$ cat src/rtl/matmul_ctrl.sv
// Job sequencer for the matmul memory bank. It buffers the host's W and X elements,
// replays them to the bank without gaps, and waits for the bank's unload-complete flag.
module matmul_ctrl #(
  parameter int DW   = 4,
  parameter int MAXE = 9,
  parameter int TMO  = 32
) (
  input  logic          clk,
  input  logic          rst_n,
  input  logic          start,
  input  logic [1:0]    cfg_row_w,
  input  logic [1:0]    cfg_col_w,
  input  logic [1:0]    cfg_row_x,
  input  logic [1:0]    cfg_col_x,
  input  logic          in_valid,
  input  logic [DW-1:0] in_data,
  output logic          in_ready,
  output logic          bank_clear_mem,
  output logic          bank_load,
  output logic [DW-1:0] bank_data_in,
  output logic [1:0]    bank_row_w,
  output logic [1:0]    bank_col_w,
  output logic [1:0]    bank_row_x,
  output logic [1:0]    bank_col_x,
  input  logic          bank_unload_res,
  output logic          busy,
  output logic          done,
  output logic          err_dim,
  output logic          err_tmo,
  output logic [2:0]    dbg_state
);

  typedef enum logic [2:0] {
    S_IDLE    = 3'd0,
    S_CLEAR   = 3'd1,
    S_LOAD    = 3'd2,
    S_STREAM  = 3'd3,
    S_COMPUTE = 3'd4,
    S_FINISH  = 3'd5
  } state_t;

  localparam logic [4:0] TC_LAST = 5'(TMO - 1);

  state_t        r_state, w_state_nx;
  logic [4:0]    r_wp, w_wp_nx;
  logic [4:0]    r_rp, w_rp_nx;
  logic [4:0]    r_tc, w_tc_nx;
  logic [4:0]    r_ntot, w_ntot_nx;
  logic [7:0]    r_dims, w_dims_nx;
  logic [DW-1:0] r_data, w_data_nx;
  logic          r_ready, w_ready_nx;
  logic          r_clear, w_clear_nx;
  logic          r_load, w_load_nx;
  logic          r_busy, w_busy_nx;
  logic          r_done, w_done_nx;
  logic          r_err_dim, w_err_dim_nx;
  logic          r_err_tmo, w_err_tmo_nx;
  logic          w_wr_en;
  logic          w_cfg_ok;
  logic [3:0]    w_nw, w_nx;
  logic [4:0]    w_ntot;
  logic [DW-1:0] r_buf [2*MAXE];

  assign w_nw     = {2'b00, cfg_row_w} * {2'b00, cfg_col_w};
  assign w_nx     = {2'b00, cfg_row_x} * {2'b00, cfg_col_x};
  assign w_ntot   = {1'b0, w_nw} + {1'b0, w_nx};
  assign w_cfg_ok = (cfg_row_w != 2'd0) && (cfg_col_w != 2'd0) &&
                    (cfg_row_x != 2'd0) && (cfg_col_x != 2'd0) &&
                    (cfg_col_w == cfg_row_x);

  // Host handshake: an element transfers on a rising edge where in_valid && in_ready;
  // the host holds in_data stable while in_valid is high and in_ready is low.
  always_comb begin
    w_state_nx   = r_state;
    w_wp_nx      = r_wp;
    w_rp_nx      = r_rp;
    w_tc_nx      = r_tc;
    w_ntot_nx    = r_ntot;
    w_dims_nx    = r_dims;
    w_data_nx    = r_data;
    w_ready_nx   = 1'b0;
    w_clear_nx   = 1'b0;
    w_load_nx    = 1'b0;
    w_done_nx    = 1'b0;
    w_err_dim_nx = 1'b0;
    w_err_tmo_nx = 1'b0;
    w_wr_en      = 1'b0;
    case (r_state)
      S_IDLE: begin
        if (start) begin
          if (w_cfg_ok) begin
            w_state_nx = S_CLEAR;
            w_dims_nx  = {cfg_row_w, cfg_col_w, cfg_row_x, cfg_col_x};
            w_ntot_nx  = w_ntot;
            w_clear_nx = 1'b1;
          end else begin
            w_err_dim_nx = 1'b1;
          end
        end
      end
      S_CLEAR: begin
        w_wp_nx    = 5'd0;
        w_rp_nx    = 5'd0;
        w_ready_nx = 1'b1;
        w_state_nx = S_LOAD;
      end
      S_LOAD: begin
        w_ready_nx = 1'b1;
        if (in_valid && r_ready) begin
          w_wr_en = 1'b1;
          w_wp_nx = r_wp + 5'd1;
          // Last element accepted: first bank element goes out on the next cycle.
          if (r_wp == r_ntot - 5'd1) begin
            w_state_nx = S_STREAM;
            w_ready_nx = 1'b0;
            w_load_nx  = 1'b1;
            w_data_nx  = r_buf[0];
            w_rp_nx    = 5'd1;
          end
        end
      end
      S_STREAM: begin
        if (r_rp == r_ntot) begin
          w_state_nx = S_COMPUTE;
          w_tc_nx    = 5'd0;
        end else begin
          w_load_nx = 1'b1;
          w_data_nx = r_buf[r_rp];
          w_rp_nx   = r_rp + 5'd1;
        end
      end
      S_COMPUTE: begin
        if (bank_unload_res) begin
          w_state_nx = S_FINISH;
          w_done_nx  = 1'b1;
        end else if (r_tc == TC_LAST) begin
          w_state_nx   = S_FINISH;
          w_err_tmo_nx = 1'b1;
        end else begin
          w_tc_nx = r_tc + 5'd1;
        end
      end
      S_FINISH: w_state_nx = S_IDLE;
      default:  w_state_nx = S_IDLE;
    endcase
    w_busy_nx = (w_state_nx != S_IDLE);
  end

  always_ff @(posedge clk or negedge rst_n) begin
    if (!rst_n) begin
      r_state   <= S_IDLE;
      r_wp      <= 5'd0;
      r_rp      <= 5'd0;
      r_tc      <= 5'd0;
      r_ntot    <= 5'd0;
      r_dims    <= 8'd0;
      r_data    <= '0;
      r_ready   <= 1'b0;
      r_clear   <= 1'b0;
      r_load    <= 1'b0;
      r_busy    <= 1'b0;
      r_done    <= 1'b0;
      r_err_dim <= 1'b0;
      r_err_tmo <= 1'b0;
    end else begin
      r_state   <= w_state_nx;
      r_wp      <= w_wp_nx;
      r_rp      <= w_rp_nx;
      r_tc      <= w_tc_nx;
      r_ntot    <= w_ntot_nx;
      r_dims    <= w_dims_nx;
      r_data    <= w_data_nx;
      r_ready   <= w_ready_nx;
      r_clear   <= w_clear_nx;
      r_load    <= w_load_nx;
      r_busy    <= w_busy_nx;
      r_done    <= w_done_nx;
      r_err_dim <= w_err_dim_nx;
      r_err_tmo <= w_err_tmo_nx;
    end
  end

  // Buffer contents are only meaningful after a completed LOAD, so no reset is needed.
  always_ff @(posedge clk) begin
    if (w_wr_en) r_buf[r_wp] <= in_data;
  end

  assign in_ready       = r_ready;
  assign bank_clear_mem = r_clear;
  assign bank_load      = r_load;
  assign bank_data_in   = r_data;
  assign bank_row_w     = r_dims[7:6];
  assign bank_col_w     = r_dims[5:4];
  assign bank_row_x     = r_dims[3:2];
  assign bank_col_x     = r_dims[1:0];
  assign busy           = r_busy;
  assign done           = r_done;
  assign err_dim        = r_err_dim;
  assign err_tmo        = r_err_tmo;
  assign dbg_state      = r_state;

endmodule

$ cat config.mk
export PLATFORM = sky130hd
export DESIGN_NAME = matmul_ctrl
export DESIGN_NICKNAME = d
export VERILOG_FILES = /design/src/rtl/matmul_ctrl.sv
export SDC_FILE = /design/constraint.sdc
export NUM_CORES = 1
export LEC_CHECK = 0
export CAP_MARGIN = 20
export CORE_MARGIN = 2
export CORE_UTILIZATION = 53
export CTS_CLUSTER_SIZE = 25
export DETAILED_ROUTE_END_ITERATION = 10
export PLACE_DENSITY = 0.76
export SLEW_MARGIN = 20
export SYNTH_ARGS = -nofsm -noshare
export SYNTH_HDL_FRONTEND = slang
export SYNTH_SLANG_ARGS = --single-unit
$ cat constraint.sdc
create_clock -name clk -period 1.8 [get_ports clk]
set_input_delay 0.18 -clock clk [delete_from_list [all_inputs] [get_ports clk]]
set_output_delay 0.18 -clock clk [all_outputs]
set_load 0.03 [all_outputs]
==> flow_metrics.tcl <==
set metrics [dict create \
    outcome "finished with violations" \
    violations "setup timing" \
    wl_per_cell_microns 19.6 \
    cts_tree "yes" \
    maxCapViolations 0 \
    min_path_type "in2reg" \
    synthesis.area_sq_um 5400 \
    num_rows 36 \
    grt-ovfl-total 0 \
    grt_pass1_wl_microns 20600 \
    regArea_sq_um 3220 \
    critical_path_class "reg2reg" \
    wl_microns 12800 \
    synth_warnings 0 \
    arrival_ns 2.37 \
    drive_above_1_share_pct 39.2 \
    ys_seq_area_share_pct 59.6 \
    htreeDepth 4 \
    clkTransAtPathRegs_ns 0.05 \
    path_buf_inv 4 \
    synth_top_family_by_area "multiplexers" \
    tns_ns -4.96 \
    path_common_cell "buf_6" \
    clk_latency_ns 0.52 \
    cts_buffers 17 \
    ff2ff_path_depth 10 \
    finalNetCount 542 \
    die-height_microns 105 \
    min_period_ns 2.00 \
    routabilityCongestion 0.898 \
    fin_crit_sh_pct 111 \
    slowest_stage "dfrtp_1" \
    grt_pass1_vias 3940 \
    syn_to_final_growth_pct 37.4 \
    path_cells "inv_2 -> ha_4 -> buf_4 -> xnor2_1 -> a22oi_2 -> o2111ai_2 -> nand2b_1 -> buf_6 -> buf_6 -> nand3b_1" \
    whs_path_depth 3 \
    pre_cts_slack_ns -0.862 \
    cp-start-kind "flop" \
    synthAdderAreaFrac_pct 4.59 \
    skew_ns 0.00867 \
    die_x_microns 105 \
    max_slew.worst_pin.slew_ns 0.657 \
    setup_viol 67 \
    synthArstFlopShare_pct 36.8 \
    io_pins 39 \
    yosys.area.top_type "edfxtp_1" \
    yosysUniqueCellTypes 59 \
    syn_nets 429 \
    initial_core_util_pct 54.9 \
    grt_antenna_before_repair 0 \
    clock.fmax_ghz 0.501 \
    synth-simple-area-share_pct 10.9 \
    detail-route-antenna-nets 0 \
    grt_max_degree 30 \
    placeableCoreArea_sq_um 9820 \
    synthFlopType "edfxtp_1" \
    synth_compound_area_share_pct 7.05 \
    cp.required_ns 2.18 \
    ir_worst_vdd_mv 0.788 \
    slew-limit-headroom_pct 56.2 \
    setup_ws_ns -0.195 \
    multi_input_area_sq_um 2380 \
    finalPower_mw 11.8 \
    syn_inst 394 \
    muxShareOfSynthArea_pct 11.7 \
    leakagePower_nw 2.94 \
    io_buffers 38 \
    finish.instance_area_sq_um 7410 \
    hpwl_microns 8350 \
    ys_ff_latch 114 \
    first_pass_iters 4 \
    cts-root-buf "clkbuf_8" \
    synth_edf_count 72 \
    synthXorXnorAreaFrac_pct 3.08 \
    nFillCells 621 \
    synth_area_leaders "edfxtp_1, dfrtp_1, mux2_2" \
    cp_top_family "buffers and inverters" \
    avgViaCountPerCell 5.60 \
    num_vias 3654 \
    diodes 0 \
    clockBufferDepth 2 \
    synth_top_cell_area_share_pct 40.1 \
    end_kind "flop" \
    first_iter_violations 283 \
    syn_avg_cell_area_sq_um 13.7 \
    hold_viol 0 \
    dieArea_sq_um 11000 \
    grt_util_all_layers_pct 24.6 \
    drc_errors 0 \
    cts_sinks 114 \
    postPlaceCellArea_sq_um 6580 \
    rsz0062_at_grt "true" \
    worstPathMaxFanout 5 \
    powerDensity_nw_per_um2 1590 \
    report.final.slew_viol_count 0 \
    slowest_delay_ns 0.38 \
    path_depth 10 \
]
[sequential cells by signal, summed over array words and instances, names as in the netlist]
| signal | flops |
|---|---|
| r_wp | 5 |
| r_ntot | 5 |
| dbg_state | 3 |
| busy | 1 |
| r_buf | 72 |
| err_dim | 1 |
| done | 1 |
| err_tmo | 1 |
| in_ready | 1 |
| bank_data_in | 4 |
| r_dims | 8 |
| bank_load | 1 |
| r_tc | 5 |
| bank_clear_mem | 1 |
| r_rp | 5 |
[final cells by class]
| class | instances | area share, % |
|---|---|---|
| tap | 133 | 2.25 |
| multi-input combinational | 248 | 32.1 |
| clock buffer | 21 | 5.79 |
| timing repair buffer | 112 | 13.5 |
| inverter | 14 | 0.709 |
| clock inverter | 11 | 2.18 |
| sequential | 114 | 43.4 |
[routing by layer]
layer,global-route usage (%),up-vias,wire length (microns)
met5,0,-,0
met4,8.48,0,195
met3,6.43,21,622
met2,41.3,117,6700
met1,31.1,1823,5290
li1,-,1693,-
[power breakdown]
part	total (mW)	internal, mW	switching, mW	leakage (nW)
clock network	3.33	2.23	1.10	0.281
registers	3.55	3.23	0.320	1.18
logic	4.88	2.34	2.54	1.48
total	11.8	7.80	3.96	2.94
[final timing paths]
path	start	to	slack, ns
setup reg to reg	r_ntot[1]$_DFFE_PN0P_	busy$_DFF_PN0_	-0.20
hold / removal	cfg_col_w[1]	r_dims[5]$_DFFE_PN0P_	0.04
hold reg to reg	r_dims[1]$_DFFE_PN0P_	r_dims[1]$_DFFE_PN0P_	0.51
min in group asynchronous	rst_n	r_tc[3]$_DFFE_PN0P_	0.23
max in group asynchronous	rst_n	r_dims[2]$_DFFE_PN0P_	0.95
setup / recovery	r_ntot[1]$_DFFE_PN0P_	busy$_DFF_PN0_	-0.20
[per-stage QoR]
step	cells	hold slack, ns	util [%]
global route	653	0.0229	75.5
global placement	609	0.247	67.0
finish	653	0.0368	75.5
detailed placement	609	0.249	67.0
CTS	644	0.00757	73.9
floorplan	394	-0.116	-
[placed cells by master (no fill, tap or decap), types with 5 or more instances in the layout]
cell type        Yosys  final
edfxtp_1            72     72
buf_4                5     61
dfrtp_1             42     38
clkdlybuf4s50_1      0     28
nor2_4               1     20
nor2_1              36     17
nand2_1             20     16
clkbuf_16            0     16
mux2_2              19     15
mux2i_1             13     13
xor2_1              11     11
mux2_4               7     11
inv_1               14     10
o21ai_0             10     10
ha_1                15     10
mux4_2               8      8
nand2b_1             7      7
buf_6                1      7
and2_1               9      6
buf_12               1      6
xnor2_1              8      5
nand3b_1             5      5
a21oi_1              6      5
a31oi_1              5      5
o221ai_1             5      5
[synth_stat cells (2+ instances only)]
master	instances
nand2_1	20
ha_1	15
o21bai_1	3
nor3_1	4
a311oi_1	4
buf_4	5
o22ai_1	2
inv_1	14
dfrtp_1	42
and3_1	4
and2_1	9
xor2_1	11
buf_2	7
o221ai_1	5
nand3_1	3
or3b_2	3
a31oi_1	5
a221oi_1	4
mux2i_1	13
mux2_2	19
mux4_2	8
nand3b_1	5
clkbuf_1	4
o21ai_0	10
nor2_1	36
xnor2_1	8
nor2b_1	2
a211oi_1	2
nand2b_1	7
mux2_4	7
fa_1	3
a221o_1	2
or3_1	4
edfxtp_1	72
a21oi_1	6
nand4_1	3
[worst register-to-register path, stage by stage (launching register included)]
cell,delay (ns)
dfrtp_1,0.38
inv_2,0.06
ha_4,0.17
buf_4,0.13
xnor2_1,0.22
a22oi_2,0.12
o2111ai_2,0.23
nand2b_1,0.11
buf_6,0.15
buf_6,0.12
nand3b_1,0.17
[logic make-up (layout without fill, tap and decap cells)]
family	after synthesis	after routing
adder cells (fa/ha/maj)	18	18
multiplexers	47	47
flip-flops	114	114
AO/OA/AOI/OAI	53	53
AND/OR/NAND/NOR	111	111
buffers and inverters	32	158
XOR/XNOR	19	19
[timing repair]
| action | CTS | global route |
|---|---|---|
| gates resized for setup | 37 | 24 |
| hold endpoints to repair | 27 | 0 |
| setup buffers | 2 | 9 |
| hold buffers | 1 | 0 |
| setup endpoints to repair | 79 | 81 |
| pin swaps | 9 | 16 |
No activity file was read; power rests on OpenSTA's default activity.
